`config.mk`:
```
export PLATFORM = sky130hd
export DESIGN_NAME = shift_deser_rx
export DESIGN_NICKNAME = d
export VERILOG_FILES = /design/src/rtl/shift_deser_rx.sv
export SDC_FILE = /design/constraint.sdc
export NUM_CORES = 1
export LEC_CHECK = 0
export BUFFER_PORTS_ARGS = -buffer_cell sky130_fd_sc_hd__buf_2
export CAP_MARGIN = 10
export CORE_ASPECT_RATIO = 0.9
export CORE_UTILIZATION = 40
export CTS_BUF_LIST = sky130_fd_sc_hd__clkbuf_8
export CTS_CLUSTER_SIZE = 8
export DETAILED_ROUTE_END_ITERATION = 12
export SLEW_MARGIN = 20
export SYNTH_ARGS = -nofsm -noshare
export SYNTH_HDL_FRONTEND = slang
export SYNTH_SLANG_ARGS = --single-unit
export TNS_END_PERCENT = 100
```
`constraint.sdc`:
```
create_clock -name clk -period 3.25 [get_ports clk]
set_clock_uncertainty 0.2 [all_clocks]
set_input_delay 0.8125 -clock clk [delete_from_list [all_inputs] [get_ports clk]]
set_output_delay 0.8125 -clock clk [all_outputs]
set_load 0.02 [all_outputs]
```
`src/rtl/shift_deser_rx.sv`:
```
// rtl/shift_deser_rx.sv - serial-to-parallel receiver with double-buffered valid/ready output
module shift_deser_rx #(
    parameter int WIDTH = 4
) (
    input  logic             clk,
    input  logic             rst,
    input  logic             start,
    input  logic             dir,
    input  logic             sin,
    input  logic             sin_valid,
    output logic [WIDTH-1:0] dout,
    output logic             dout_valid,
    input  logic             dout_ready,
    output logic             busy,
    output logic             overrun,
    output logic             abort,
    input  logic             clr_err
);
    localparam int CW = (WIDTH > 2) ? $clog2(WIDTH) : 1;
    localparam logic [0:0]    IDLE  = 1'b0;
    localparam logic [0:0]    SHIFT = 1'b1;
    localparam logic [CW-1:0] LAST  = CW'(WIDTH - 1);

    logic [0:0]       state_q, state_d;
    logic [WIDTH-1:0] shreg_q, shreg_d;
    logic [CW-1:0]    bitcnt_q, bitcnt_d;
    logic             dir_q, dir_d;
    logic [WIDTH-1:0] dout_q, dout_d;
    logic             dout_valid_q, dout_valid_d;
    logic             overrun_q, overrun_d;
    logic             abort_q, abort_d;
    logic             word_done, ovr_set, abort_set;

    always_comb begin
        state_d   = state_q;
        shreg_d   = shreg_q;
        bitcnt_d  = bitcnt_q;
        dir_d     = dir_q;
        word_done = 1'b0;
        abort_set = 1'b0;
        case (state_q)
            IDLE: begin
                if (start) begin
                    state_d  = SHIFT;
                    bitcnt_d = '0;
                    dir_d    = dir;
                    shreg_d  = '0;
                end
            end
            SHIFT: begin
                // A resync wins over a coincident data bit; that bit is lost with the partial word.
                if (start) begin
                    abort_set = 1'b1;
                    bitcnt_d  = '0;
                    dir_d     = dir;
                    shreg_d   = '0;
                end else if (sin_valid) begin
                    shreg_d  = dir_q ? {sin, shreg_q[WIDTH-1:1]} : {shreg_q[WIDTH-2:0], sin};
                    bitcnt_d = bitcnt_q + 1'b1;
                    if (bitcnt_q == LAST) begin
                        word_done = 1'b1;
                        state_d   = IDLE;
                        bitcnt_d  = '0;
                    end
                end
            end
            default: state_d = IDLE;
        endcase
    end

    always_comb begin
        dout_d       = dout_q;
        dout_valid_d = dout_valid_q;
        ovr_set      = 1'b0;
        // A finished word may replace the held one only if that one leaves on this same edge.
        if (word_done) begin
            if (!dout_valid_q || dout_ready) begin
                dout_d       = shreg_d;
                dout_valid_d = 1'b1;
            end else begin
                ovr_set = 1'b1;
            end
        end else if (dout_valid_q && dout_ready) begin
            dout_valid_d = 1'b0;
        end
        overrun_d = ovr_set | (overrun_q & ~clr_err);
        abort_d   = abort_set | (abort_q & ~clr_err);
    end

    always_ff @(posedge clk or negedge rst) begin
        if (!rst) begin
            state_q      <= IDLE;
            shreg_q      <= '0;
            bitcnt_q     <= '0;
            dir_q        <= 1'b0;
            dout_q       <= '0;
            dout_valid_q <= 1'b0;
            overrun_q    <= 1'b0;
            abort_q      <= 1'b0;
        end else begin
            state_q      <= state_d;
            shreg_q      <= shreg_d;
            bitcnt_q     <= bitcnt_d;
            dir_q        <= dir_d;
            dout_q       <= dout_d;
            dout_valid_q <= dout_valid_d;
            overrun_q    <= overrun_d;
            abort_q      <= abort_d;
        end
    end

    assign dout       = dout_q;
    assign dout_valid = dout_valid_q;
    assign busy       = (state_q == SHIFT);
    assign overrun    = overrun_q;
    assign abort      = abort_q;
endmodule
```
==> impl_metrics.sql, run 1 <==
INSERT INTO impl_metrics (metric_group, metric, value, unit) VALUES
('status', 'outcome', 'complete, no violations', ''),
('sta', 'final_min_period_over_clock_period', '0.581', ''),
('sta', 'final.min_clock_period', '1.89', 'ns'),
('flow_run', 'max_cap_viol_count', '0', ''),
('power', 'logic_pwr_share', '0.184', ''),
('routing', 'vias', '438', ''),
('final_layout', 'layout.cells.non_filler', '97', ''),
('setup_path', 'critical_path.n_buffers_inverters', '1', ''),
('place', 'dp.final_hpwl', '802', 'um'),
('setup_path', 'worstPathCellList', 'buf_2', ''),
('final_layout', 'diodes_inserted', '0', ''),
('final_layout', 'area_growth', '15.5', '%'),
('setup_path', 'critical-path-max-stage-delay', '0.43', 'ns'),
('sta', 'setup_total_negative_slack', '0', 'ns'),
('sta', 'grt_setup_unrepaired', 'no', ''),
('sta', 'slew-limit-headroom', '0.660', ''),
('place', 'place.port_buffers', '15', ''),
('setup_path', 'required', '2.24', 'ns'),
('global_route', 'grt_start_max_net_pins', '16', ''),
('sta', 'worst-slew-pin-transition', '0.509', 'ns'),
('sta', 'setup_viol', '0', ''),
('sta', 'max_slew_violation_count', '0', ''),
('clock_tree', 'cts_inserted_buffers', '3', ''),
('setup_path', 'startpoint_type', 'flip-flop', ''),
('final_layout', 'finalInstanceArea', '832', 'um2'),
('power', 'power_per_cell_area', '544', 'nW/um2'),
('place', 'gp_routability_congestion', '0.697', ''),
('clock_tree', 'cts_tree', 'yes', ''),
('floorplan', 'floorplan.die.height', '42.3', 'um'),
('power', 'irDropWorstVdd', '415', 'uV'),
('place', 'dpl-instance-area', '787', 'um2'),
('setup_path', 'timing.critical_path.max_delay_family', 'flip-flops', ''),
('setup_path', 'critPathCaptureType', 'primary output', ''),
('routing', 'drt_first_pass_iters', '1', ''),
('synthesis', 'syn-cell-area', '721', 'um2'),
('place', 'post-place-cells', '93', ''),
('routing', 'drt-wirelength-per-cell', '11.5', 'um'),
('synthesis', 'flip_flop_and_latch_count_after_synthesis', '15', ''),
('sta', 'timing_hold_violations_final', '0', ''),
('routing', 'postRouteWirelength', '1110', 'um'),
('clock_tree', 'post-cts-setup-buffer-count', '0', ''),
('final_layout', 'post_route_cells_drive_above_1_share', '0.397', ''),
('floorplan', 'effective_utilization_at_floorplan', '0.429', ''),
('global_route', 'grt_antenna_before_repair', '0', ''),
('clock_tree', 'clock_sinks', '15', ''),
('clock_tree', 'resized_cells_post_cts', '0', ''),
('floorplan', 'chipWidth', '46.7', 'um'),
('clock_tree', 'cts_hold_repair.buffers', '0', ''),
('synthesis', 'synth_sequential_area_ratio', '0.521', ''),
('routing', 'dr_vias_cell', '4.52', ''),
('synthesis', 'synth_area_per_cell', '12.4', 'um2'),
('setup_path', 'worstPathArrival', '0.87', 'ns'),
('setup_path', 'path_class', 'flip-flop to primary output', ''),
('floorplan', 'std_cell_rows', '14', ''),
('routing', 'detail_route.drc_violations', '0', ''),
('power', 'power_switching', '0.000127', 'W'),
('final_layout', 'fillers', '175', ''),
('global_route', 'vias_in_the_first_global_route', '453', ''),
('final_layout', 'final_core_utilization', '0.495', ''),
('power', 'power.internal', '0.000325', 'W'),
('clock_tree', 'cts_max_path_buffers', '2', ''),
('synthesis', 'ys.warnings.count', '0', ''),
('synthesis', 'synthesis.instances', '58', ''),
('global_route', 'global_route_wire_length_before_repair', '2000', 'um'),
('routing', 'drt-initial-drc-count', '0', ''),
('floorplan', 'placeableCoreArea', '1680', 'um2'),
('setup_path', 'worst_path_max_delay_cell', 'dfrtp_1', ''),
('global_route', 'grtUsageTotal', '0.149', ''),
('floorplan', 'boundaryPins', '16', ''),
('power', 'power_frac_clock', '0.326', ''),
('final_layout', 'nNetsFinal', '83', ''),
('synthesis', 'yosysUniqueCellTypes', '18', ''),
('clock_tree', 'cts.root.buffer_cell', 'clkbuf_8', ''),
('clock_tree', 'clock_insertion_delay_worst_skew', '0.25', 'ns'),
('min_path', 'hold_class', 'primary input to asynchronous set/reset pin', ''),
('floorplan', 'fp.dieArea', '1980', 'um2'),
('power', 'sequential_share_of_power', '0.490', ''),
('clock_tree', 'htree_num_levels', '1', ''),
('routing', 'ant_nets', '0', ''),
('clock_tree', 'clk_pin_slew_worst_paths', '0.06', 'ns'),
('power', 'swShare', '0.281', ''),
('setup_path', 'cp_max_fo', '5', ''),
('sta', 'fmax', '530', 'MHz'),
('power', 'leakage', '0.425', 'nW'),
('global_route', 'grt-ovfl-total', '0', ''),
('synthesis', 'synth.net_count', '67', '');
==> metrics by stage <==
stage	hold slack, ns	total power (W)	setup slack [ns]
floorplan	0.290	0.000284	1.46
global placement	0.304	0.000311	1.24
detailed placement	0.303	0.000310	1.21
CTS	0.269	0.000460	1.36
global route	0.286	0.000481	1.33
finish	0.259	0.000452	1.36
==> cell usage in the layout (no fill, tap or decap) <==
cell type  count
a211oi_2       4
a21o_2         1
and2_1         1
buf_2         15
clkbuf_8       3
dfrtp_1       15
ha_1           1
inv_1          7
mux2_2         1
mux2i_1       10
nand2_1        3
nand2b_1       1
nand4b_4       1
nor2_1         4
nor2_2         3
nor2b_2        1
o21ai_0        1
o22ai_1        1
==> synthesized netlist by cell type <==
library cell / instances / share of area
nor2_2: 3 / 0.026
mux2_2: 1 / 0.016
o21ai_0: 1 / 0.0069
nor2b_2: 1 / 0.012
nand2_1: 3 / 0.016
and2_1: 1 / 0.0087
buf_6: 3 / 0.047
dfrtp_1: 15 / 0.52
a211oi_2: 4 / 0.069
clkbuf_2: 1 / 0.0069
mux2i_1: 10 / 0.14
nand4b_4: 1 / 0.033
inv_1: 6 / 0.031
nor2_1: 4 / 0.021
nand2b_1: 1 / 0.0087
o22ai_1: 1 / 0.0087
ha_1: 1 / 0.017
a21o_2: 1 / 0.012
==> layout make-up <==
type                    count  area, um2  area share
well taps                  24       30.0      0.0361
inverters                   6       22.5      0.0271
flip-flops and latches     15        375       0.451
clock inverters             1       3.75     0.00451
repair buffers             15       75.1      0.0902
multi-input cells          33        284       0.341
clock buffers               3       41.3      0.0496
==> final timing paths <==
path | start | endpoint | slack [ns] | depth (start not counted)
hold / removal | rst | dout_valid | 0.26 | 1
min in group clk | dout[0] | dout[0] | 0.31 | 2
max in group asynchronous | rst | shreg_q[2] | 2.34 | 1
hold reg to reg | dout[0] | dout[0] | 0.31 | 2
setup / recovery | busy | busy | 1.36 | 1
setup reg to reg | busy | bitcnt_q[0] | 1.71 | 3
==> power by group through the flow <==
stage	combinational, W	sequential [W]	clock (W)
after floorplan	0.0000434	0.000241	0
after global placement	0.0000860	0.000225	0
after detailed placement	0.0000847	0.000225	0
after CTS	0.0000853	0.000222	0.000152
after global routing	0.0000952	0.000225	0.000161
final	0.0000834	0.000222	0.000147
==> cells by family after synthesis <==
| logic type | after synthesis | synth area share |
|---|---|---|
| AND/OR/NAND/NOR | 14 | 0.125 |
| buffers and inverters | 10 | 0.0851 |
| multiplexers | 11 | 0.155 |
| AO/OA/AOI/OAI | 7 | 0.0972 |
| adder cells (fa/ha/maj) | 1 | 0.0174 |
| flip-flops | 15 | 0.521 |
==> state kept, by name, summed over array words and instances, names as in the netlist <==
signal / cells
overrun: 1
bitcnt_q: 2
dir_q: 1
dout: 4
abort: 1
shreg_q: 4
busy: 1
dout_valid: 1
==> layer usage <==
layer  vias to the layer above  GRT usage  routed length (um)
met5                         -          0                   0
met4                         0     0.0514                   9
met3                         2     0.0819                  78
met2                        13      0.208                 476
met1                       202      0.194                 546
li1                        221          -                   -
Power figures use the tool's default switching activity.
==> run 2: changes to the inputs <==
clock period = 1.7 ns   (was 3.25 ns; I/O delays follow)
==> run 2 against run 1 <==
  * First-iteration DRC count is 3 higher
  * Clock-buffer cell count is the same
  * Via count increased by 3.0%
  * Critical path depth rose by 3
  * Sequential power increased by 91%
  * Register-to-register slack worse by 1.5 ns
  * Final cell count is 4.1% higher
  * Combinational power up 100%
  * Largest power group unchanged
==> impl_metrics.sql, run 2 (synthesized netlist as in run 1, its figures left out) <==
INSERT INTO impl_metrics (metric_group, metric, value, unit) VALUES
('sta', 'grt_setup_unrepaired', 'no', ''),
('final_layout', 'nNetsFinal', '87', ''),
('sta', 'setup_total_negative_slack', '0', 'ns'),
('min_path', 'min-delay-start', 'clr_err', ''),
('final_layout', 'layout_common_cells', '15 x dfrtp_1, 15 x buf_2, 10 x mux2i_1', ''),
('sta', 'final.min_clock_period', '1.52', 'ns'),
('setup_path', 'worstPathArrival', '1.49', 'ns'),
('clock_tree', 'cts_inserted_buffers', '3', ''),
('setup_path', 'r2r_slack', '0.18', 'ns'),
('routing', 'drt_first_pass_iters', '2', ''),
('floorplan', 'chipWidth', '46.7', 'um'),
('setup_path', 'critical_path.n_buffers_inverters', '0', ''),
('final_layout', 'final-seq-area', '375', 'um2'),
('clock_tree', 'clock_insertion_delay_worst_skew', '0.25', 'ns'),
('routing', 'postRouteWirelength', '1160', 'um'),
('setup_path', 'cp_max_fo', '4', ''),
('final_layout', 'fillers', '166', ''),
('clock_tree', 'post-cts-setup-buffer-count', '0', ''),
('floorplan', 'boundaryPins', '16', ''),
('global_route', 'grt_antenna_before_repair', '0', ''),
('clock_tree', 'cts_hold_repair.buffers', '1', ''),
('setup_path', 'worstPathCellList', 'ha_1 > nand4b_4 > nor2b_2 > mux2i_1', ''),
('global_route', 'vias_in_the_first_global_route', '437', ''),
('place', 'gp_routability_congestion', '0.705', ''),
('final_layout', 'multi_input_logic_area', '284', 'um2'),
('sta', 'timing_hold_violations_final', '0', ''),
('floorplan', 'std_cell_rows', '14', ''),
('sta', 'slew-limit-headroom', '0.785', ''),
('global_route', 'grtUsageTotal', '0.145', ''),
('floorplan', 'floorplan.die.height', '42.3', 'um'),
('routing', 'drt-wirelength-per-cell', '11.4', 'um'),
('floorplan', 'effective_utilization_at_floorplan', '0.429', ''),
('power', 'irDropWorstVdd', '770', 'uV'),
('sta', 'hold_slack', '0.179', 'ns'),
('setup_path', 'startpoint_type', 'flip-flop', ''),
('final_layout', 'diodes_inserted', '0', ''),
('flow_run', 'max_cap_viol_count', '0', ''),
('place', 'dp.final_hpwl', '885', 'um'),
('clock_tree', 'htree_num_levels', '1', ''),
('routing', 'vias', '451', ''),
('routing', 'detail_route.drc_violations', '0', ''),
('setup_path', 'required', '1.67', 'ns'),
('sta', 'setup_viol', '0', ''),
('routing', 'drt-initial-drc-count', '3', ''),
('floorplan', 'placeableCoreArea', '1680', 'um2'),
('power', 'leakage', '0.444', 'nW'),
('final_layout', 'area_growth', '20.0', '%'),
('setup_path', 'path_class', 'flip-flop to flip-flop', ''),
('status', 'outcome', 'complete, no violations', ''),
('routing', 'dr_vias_cell', '4.47', ''),
('setup_path', 'timing.critical_path.max_delay_family', 'simple AND/OR/NAND/NOR gates', ''),
('routing', 'ant_nets', '0', ''),
('clock_tree', 'cts_max_path_buffers', '2', ''),
('place', 'place.port_buffers', '15', ''),
('min_path', 'min_delay_path_depth', '2', ''),
('sta', 'worst-slew-pin-transition', '0.323', 'ns'),
('power', 'fin_total_pwr', '0.000872', 'W'),
('clock_tree', 'cts.root.buffer_cell', 'clkbuf_8', ''),
('clock_tree', 'resized_cells_post_cts', '0', ''),
('floorplan', 'fp.dieArea', '1980', 'um2'),
('final_layout', 'post_route_cells_drive_above_1_share', '0.416', ''),
('setup_path', 'timing.rr.start', 'bitcnt_q[0]', ''),
('global_route', 'global_route_wire_length_before_repair', '1940', 'um'),
('power', 'power_per_cell_area', '1010', 'nW/um2'),
('min_path', 'hold_class', 'primary input to flip-flop', ''),
('clock_tree', 'cts_tree', 'yes', ''),
('setup_path', 'critical-path-max-stage-delay', '0.37', 'ns'),
('setup_path', 'worstRegToRegCells', '4', ''),
('sta', 'max_slew_violation_count', '0', ''),
('sta', 'fmax', '658', 'MHz'),
('clock_tree', 'clk_pin_slew_worst_paths', '0.06', 'ns'),
('setup_path', 'crit-reg2reg-capture', 'dout[3]', ''),
('global_route', 'grt_start_max_net_pins', '16', ''),
('setup_path', 'critPathCaptureType', 'flip-flop', ''),
('min_path', 'end_point_of_the_worst_hold_path', 'overrun', ''),
('setup_path', 'worst_path_max_delay_cell', 'dfrtp_1', ''),
('sta', 'final_min_period_over_clock_period', '0.894', ''),
('clock_tree', 'clock_sinks', '15', ''),
('global_route', 'grt-ovfl-total', '0', '');
==> run 2: changes by cell type in the layout (fill, tap and decap cells not counted) <==
| cell | delta |
|---|---|
| buf_4 | +3 |
| dlygate4sd3_1 | +1 |
==> run 2: cell type report <==
type                    count  area share
repair buffers             19       0.124
clock inverters             1     0.00434
inverters                   6      0.0260
well taps                  24      0.0347
clock buffers               3      0.0478
multi-input cells          33       0.329
flip-flops and latches     15       0.434
==> run 2: per-stage QoR <==
| step | cell area [um2] | util | worst slack (ns) | instances |
|---|---|---|---|---|
| floorplan | 721 | - | 0.300 | 58 |
| global placement | 810 | 0.481 | 0.176 | 96 |
| detailed placement | 810 | 0.481 | 0.169 | 96 |
| CTS | 865 | 0.514 | 0.160 | 101 |
| global route | 865 | 0.514 | 0.0868 | 101 |
| finish | 865 | 0.514 | 0.181 | 101 |
==> run 2: how the worst max path moves through the flow <==
stage / startpoint / end / slack, ns / cells past startpoint
after floorplan: start / dout[0] / 0.30 / 5
after global placement: sin_valid / shreg_q[2] / 0.18 / 5
after detailed placement: sin_valid / shreg_q[2] / 0.17 / 5
after CTS: bitcnt_q[0] / dout[3] / 0.16 / 4
after global routing: bitcnt_q[0] / dout[3] / 0.09 / 4
final: bitcnt_q[0] / dout[3] / 0.18 / 4
==> run 2: routing by layer <==
layer	vias to the layer above	GRT usage	share of wire
met5	-	0	0
met4	0	0.0857	0.021
met3	4	0.0690	0.053
met2	13	0.194	0.43
met1	207	0.186	0.50
li1	227	-	-
==> run 2: power by group <==
part | switching, W | internal, W | total, W | leakage [nW]
clock network | 0.000121 | 0.000160 | 0.000281 | 0.0269
registers | 0.0000255 | 0.000398 | 0.000424 | 0.178
logic | 0.0000964 | 0.0000703 | 0.000167 | 0.239
total | 0.000243 | 0.000628 | 0.000872 | 0.444
